[config.mk]
export PLATFORM = sky130hd
export DESIGN_NAME = proc_run_controller
export DESIGN_NICKNAME = d
export VERILOG_FILES = /design/src/rtl/proc_run_controller.sv
export SDC_FILE = /design/constraint.sdc
export NUM_CORES = 1
export LEC_CHECK = 0
export CAP_MARGIN = 30
export CORE_ASPECT_RATIO = 0.6
export CORE_MARGIN = 10
export CORE_UTILIZATION = 55
export CTS_CLUSTER_DIAMETER = 50
export CTS_CLUSTER_SIZE = 16
export DETAILED_ROUTE_END_ITERATION = 6
export GPL_ROUTABILITY_DRIVEN = 0
export PLACE_DENSITY = 0.74
export SYNTH_ARGS = -nofsm -noshare
export SYNTH_HDL_FRONTEND = slang
export SYNTH_SLANG_ARGS = --single-unit
[constraint.sdc]
create_clock -name i_clk -period 5.9 [get_ports i_clk]
set_clock_uncertainty 0.05 [all_clocks]
set_input_delay 0.59 -clock i_clk [delete_from_list [all_inputs] [get_ports i_clk]]
set_output_delay 0.59 -clock i_clk [all_outputs]
set_load 0.03 [all_outputs]
[src/rtl/proc_run_controller.sv]
// proc_run_controller: sequences processor reset, counts run cycles, traces stores, ends on done or timeout.
module proc_run_controller #(
    parameter int                    DATA_WIDTH     = 32,
    parameter int                    RESET_CYCLES   = 2,
    parameter int                    TRACE_DEPTH    = 16,
    parameter int                    CNT_WIDTH      = 32,
    parameter int                    TIMEOUT_CYCLES = 100000,
    parameter logic [DATA_WIDTH-1:0] DONE_VALUE     = '1
) (
    input  logic                         i_clk,
    input  logic                         i_reset,
    input  logic                         i_start,
    output logic                         o_core_reset,
    input  logic                         i_write_en,
    input  logic [DATA_WIDTH-1:0]        i_write_data,
    input  logic                         i_trace_rd_en,
    output logic [DATA_WIDTH-1:0]        o_trace_data,
    output logic                         o_trace_valid,
    output logic [$clog2(TRACE_DEPTH):0] o_trace_count,
    output logic                         o_trace_overflow,
    output logic [CNT_WIDTH-1:0]         o_cycle_count,
    output logic                         o_busy,
    output logic                         o_done,
    output logic                         o_timed_out
);
    localparam int AW = $clog2(TRACE_DEPTH);
    localparam int HW = $clog2(RESET_CYCLES + 1);

    typedef enum logic [2:0] {S_IDLE, S_HOLD, S_RUN, S_DONE, S_TIMEOUT} state_t;

    state_t                r_state;
    logic [HW-1:0]         r_hold;
    logic [DATA_WIDTH-1:0] r_mem [TRACE_DEPTH];
    logic [AW-1:0]         r_rd_ptr;
    logic [AW-1:0]         r_wr_ptr;
    logic [AW:0]           r_count;
    logic                  w_start;
    logic                  w_push;
    logic                  w_pop;
    logic                  w_full;
    logic                  w_write;
    logic                  w_done;
    logic                  w_timeout;

    assign w_start   = i_start && (r_state inside {S_IDLE, S_DONE, S_TIMEOUT});
    assign w_full    = r_count == (AW+1)'(TRACE_DEPTH);
    assign w_pop     = i_trace_rd_en && r_count != '0;
    assign w_push    = r_state == S_RUN && i_write_en;
    // a pop in the same cycle frees the slot, so a full FIFO still accepts the push
    assign w_write   = w_push && (!w_full || w_pop);
    assign w_done    = w_push && i_write_data == DONE_VALUE;
    assign w_timeout = TIMEOUT_CYCLES != 0 && r_state == S_RUN && !w_done &&
                       o_cycle_count == CNT_WIDTH'(TIMEOUT_CYCLES - 1);

    assign o_trace_valid = r_count != '0;
    assign o_trace_count = r_count;
    assign o_trace_data  = o_trace_valid ? r_mem[r_rd_ptr] : '0;

    always_ff @(posedge i_clk) begin
        if (i_reset) begin
            r_state       <= S_IDLE;
            r_hold        <= '0;
            o_core_reset  <= 1'b1;
            o_cycle_count <= '0;
            o_busy        <= 1'b0;
            o_done        <= 1'b0;
            o_timed_out   <= 1'b0;
        end else begin
            case (r_state)
                S_HOLD: begin
                    r_hold <= r_hold - 1'b1;
                    if (r_hold == HW'(1)) begin
                        r_state      <= S_RUN;
                        o_core_reset <= 1'b0;
                    end
                end
                S_RUN: begin
                    if (o_cycle_count != '1)
                        o_cycle_count <= o_cycle_count + 1'b1;
                    if (w_done || w_timeout) begin
                        r_state      <= w_done ? S_DONE : S_TIMEOUT;
                        o_core_reset <= 1'b1;
                        o_busy       <= 1'b0;
                        o_done       <= w_done;
                        o_timed_out  <= !w_done;
                    end
                end
                default: begin
                    if (i_start) begin
                        r_state       <= S_HOLD;
                        r_hold        <= HW'(RESET_CYCLES);
                        o_core_reset  <= 1'b1;
                        o_cycle_count <= '0;
                        o_busy        <= 1'b1;
                        o_done        <= 1'b0;
                        o_timed_out   <= 1'b0;
                    end
                end
            endcase
        end
    end

    always_ff @(posedge i_clk) begin
        if (i_reset || w_start) begin
            r_rd_ptr         <= '0;
            r_wr_ptr         <= '0;
            r_count          <= '0;
            o_trace_overflow <= 1'b0;
        end else begin
            if (w_write)
                r_wr_ptr <= r_wr_ptr + 1'b1;
            if (w_pop)
                r_rd_ptr <= r_rd_ptr + 1'b1;
            r_count <= r_count + (AW+1)'(w_write) - (AW+1)'(w_pop);
            if (w_push && !w_write)
                o_trace_overflow <= 1'b1;
        end
    end

    always_ff @(posedge i_clk) begin
        if (w_write)
            r_mem[r_wr_ptr] <= i_write_data;
    end
endmodule

==> reports/summary.txt <==
Num Clock Sinks -> 571
Adder-cell share of the synthesized area -> 0.00802
Maxcap violations -> 0
Number of cells produced by synthesis -> 1,153
Number of vias after detailed routing -> 11,900
Routed wire per std cell -> 27.8 um
Number of flops mapped to enable cells by yosys -> 512
Hold-fix buffer count after cts -> 0
Cell seen most often among critical-path stages -> sky130_fd_sc_hd__mux4_2
Number of stages on the worst hold path -> 1
Overall fraction of global-route tracks in use -> 0.207
Hold crit path type -> reg2reg
Part of the cycle the worst path needs -> 0.741
Sum Neg Setup Slack -> 0 ns
Max IR drop VDD -> 0.266 mV
Post-detailed-routing wire length -> 51,100 um
Final std cells w/o fill -> 1,836
Number of port buffers -> 111
Number of gates resized after cts -> 0
Detailed placer's ending HPWL -> 31,200 um
Number of warnings issued by yosys -> 0
Post-Synthesis Cell Area -> 22,800 um^2
DP Area -> 24,800 um^2
Endpoint of the lowest-slack register-to-register path -> r_mem[11][20]
Power per cell area -> 350 nW/um^2
Number of nets still failing antenna checks after routing -> 0
CORE AREA -> 40,700 um^2
Worst setup path class -> reg2out
CTS max path bufs -> 3
Buf/Inv on CP -> 2
Worst slew margin relative to its limit -> 0.266
Unrepaired setup endpoints after global routing -> false
Final Net Count -> 1,337
Post-layout min period -> 4.37 ns
Cell with the largest stage delay on the worst path -> sky130_fd_sc_hd__dfxtp_4
Iter 0 DRT Violations -> 1,355
Cts bufs inserted -> 43
Crit-path max FO -> 53
Leading cell types in the layout, fill and taps excluded -> 512 x sky130_fd_sc_hd__edfxtp_1, 160 x sky130_fd_sc_hd__mux4_2, 111 x sky130_fd_sc_hd__clkdlybuf4s50_1
Capturing element type of the critical path -> output port
Post-CTS Setup Inserts -> 0
Initial cell density of the core -> 0.560
Share of the synthesized area in compound gates (AO/OA/AOI/OAI) -> 0.0249
Data arrival time of the worst path -> 3.73 ns
Via count of the first global-routing pass -> 11,900
Post-synthesis average cell area -> 19.7 um^2
Final count of hold timing violations -> 0
Number of placed instances, taps included -> 1,772
Global-route wire length before repair -> 77,500 um
Post-Synth Simple-Gate Area -> 0.0598
Worst EP required -> 5.26 ns
Worst hold margin -> 0.444 ns
Number of cells on the worst reg-to-reg path -> 5
Leakage -> 7.83 nW
Global route overflow -> 0
DIE AREA -> 50,200 um^2
Achievable clock frequency -> 229 MHz
Instance count on the critical path -> 5
Die height -> 178 um
Sequential fraction of the synthesis area -> 0.727
Clock-pin slew reported for the worst setup and hold paths after clock tree synthesis -> 0.07 ns
Pin slew with the least headroom to its limit -> 1.10 ns
TritonCTS clock tree -> done
Dominant combinational cell family by area after synthesis -> multiplexers
Most used DFF post-synth -> sky130_fd_sc_hd__edfxtp_1
Cell family contributing the most delay on the critical path -> multiplexers
Most common cell after layout, fill and taps aside -> sky130_fd_sc_hd__edfxtp_1
Maximum number of pins on one net before global-route repair -> 71
Setup slack of the worst register-to-register path -> 2.40 ns
Cell at the root of the clock tree -> sky130_fd_sc_hd__clkbuf_16
TritonRoute pass-1 iters -> 5
Layout Area Growth over Synthesis -> 14.3%
IO Count -> 112
Critical Path Start Type -> register
Setup-failing EPs final -> 0
Maximum cell stage delay along the critical path -> 0.81 ns
H-Tree Level Count -> 2
Critical Path, Cell by Cell -> buf_12 > mux4_2 > mux4_2 > and2_1 > clkdlybuf4s50_1
Layout cell share with drive strength beyond 1 -> 0.233
Hold Crit Start -> r_hold[0]
Via-to-Cell Ratio -> 6.47
DRC viols -> 0
Register bit count reported by yosys -> 571
Hold path endpoint -> r_hold[0]
Post-Synth XOR/XNOR Area -> 0.00385
Clock latency at the later pin of the worst-skew pair -> 0.55 ns
Design Area, Final -> 26,000 um^2
Fraction of synthesis flops using an asynchronous set or reset pin -> 0
Rows -> 57
Number of antenna violations at the first check in global routing -> 2
Total nets after synthesis -> 1,204
Critical R2R Launch -> r_state[1]
Final number of max-transition violations -> 0
Post-synthesis mux area share -> 0.160
Fill count -> 2,702
Outcome -> complete, no violations
Die width -> 283 um
Cell variety after synth -> 65
where the power goes:
group | switching (W) | internal, W | leakage, nW | total, W
combinational | 0.000999 | 0.000868 | 2.14 | 0.00187
clock | 0.00132 | 0.00139 | 0.600 | 0.00271
sequential | 0.0000959 | 0.00446 | 5.08 | 0.00455
logic make-up (layout without fill, tap and decap cells):
logic type,after synthesis,after routing
muxes,164,164
adders and majority gates,14,14
AOI/OAI and AO/OA,83,83
DFF,571,571
other,0,3
buffers and inverters,80,229
and+or+nand+nor,231,231
xor gates and xnor gates,10,10
how the worst max path moves through the flow:
stage | slack [ns] | end | start
2_1_floorplan | 1.70 | r_mem[3][0] | r_state[0]
3_3_place_gp | 2.03 | o_trace_data[13] | register
3_5_place_dp | 2.01 | r_mem[11][14] | i_write_en
4_1_cts | 1.42 | o_trace_data[27] | register
5_1_grt | 1.31 | o_trace_data[17] | register
6_report | 1.53 | o_trace_data[0] | register
synth_stat cells, types with 5 or more instances:
| cell type | n | area (um^2) |
|---|---|---|
| sky130_fd_sc_hd__nand2_1 | 27 | 101 |
| sky130_fd_sc_hd__or3_1 | 5 | 31.3 |
| sky130_fd_sc_hd__nand2b_1 | 5 | 31.3 |
| sky130_fd_sc_hd__a21oi_1 | 27 | 135 |
| sky130_fd_sc_hd__or4_1 | 16 | 120 |
| sky130_fd_sc_hd__nand3_1 | 16 | 80.1 |
| sky130_fd_sc_hd__edfxtp_1 | 512 | 15400 |
| sky130_fd_sc_hd__xnor2_1 | 5 | 43.8 |
| sky130_fd_sc_hd__ha_1 | 13 | 163 |
| sky130_fd_sc_hd__xor2_1 | 5 | 43.8 |
| sky130_fd_sc_hd__nor4_1 | 6 | 37.5 |
| sky130_fd_sc_hd__mux4_2 | 160 | 3600 |
| sky130_fd_sc_hd__or4_2 | 8 | 70.1 |
| sky130_fd_sc_hd__o31ai_1 | 16 | 120 |
| sky130_fd_sc_hd__a21oi_2 | 7 | 61.3 |
| sky130_fd_sc_hd__inv_1 | 23 | 86.3 |
| sky130_fd_sc_hd__dfxtp_1 | 59 | 1180 |
| sky130_fd_sc_hd__and2_1 | 33 | 206 |
| sky130_fd_sc_hd__buf_2 | 18 | 90.1 |
| sky130_fd_sc_hd__nor2_1 | 45 | 169 |
| sky130_fd_sc_hd__nand4_1 | 20 | 125 |
| sky130_fd_sc_hd__nor4b_1 | 5 | 43.8 |
| sky130_fd_sc_hd__clkbuf_1 | 32 | 120 |
| sky130_fd_sc_hd__o21ai_2 | 6 | 52.6 |
| sky130_fd_sc_hd__nor3_1 | 9 | 45.0 |
layer usage:
layer | vias up | track usage | part of all wire
met5 | - | 0 | 0
met4 | 0 | 0.0417 | 0.017
met3 | 70 | 0.0446 | 0.089
met2 | 530 | 0.298 | 0.45
met1 | 6258 | 0.323 | 0.45
li1 | 5023 | - | -
sequential cells by signal, summed over array words and instances (netlist names), named ones only:
name              cells
o_timed_out           1
r_mem               512
o_core_reset          1
r_wr_ptr              4
r_rd_ptr              4
o_done                1
o_cycle_count        32
r_state               3
o_trace_overflow      1
o_trace_count         5
o_busy                1
r_hold                2
worst register-to-register path, cell delays in order, from the launching register on:
cell	delay, ns
sky130_fd_sc_hd__dfxtp_1	0.55
sky130_fd_sc_hd__or4bb_1	0.56
sky130_fd_sc_hd__a21oi_2	0.35
sky130_fd_sc_hd__nand2_1	0.34
sky130_fd_sc_hd__nor2_4	0.85
sky130_fd_sc_hd__buf_4	0.45
cell type report:
type	instances	area, um^2	area share
Clock inverter	6	68.8	0.00264
Clock buffer	55	1150	0.0440
Timing Repair Buffer	145	1530	0.0587
Multi-Input combinational cell	502	5970	0.229
Inverter	23	86.3	0.00332
Tap cell	531	664	0.0255
Sequential cell	571	16600	0.636
Antenna cell	3	7.51	0.000288
per-stage QoR:
stage / utilization / total power, W / worst slack, ns
3_5_place_dp: 0.610 / 0.00653 / 2.01
5_1_grt: 0.640 / 0.00948 / 1.31
6_report: 0.641 / 0.00913 / 1.53
4_1_cts: 0.640 / 0.00921 / 1.42
2_1_floorplan: - / 0.00585 / 1.70
3_3_place_gp: 0.606 / 0.00651 / 2.03
No activity file was read; power rests on OpenSTA's default activity.
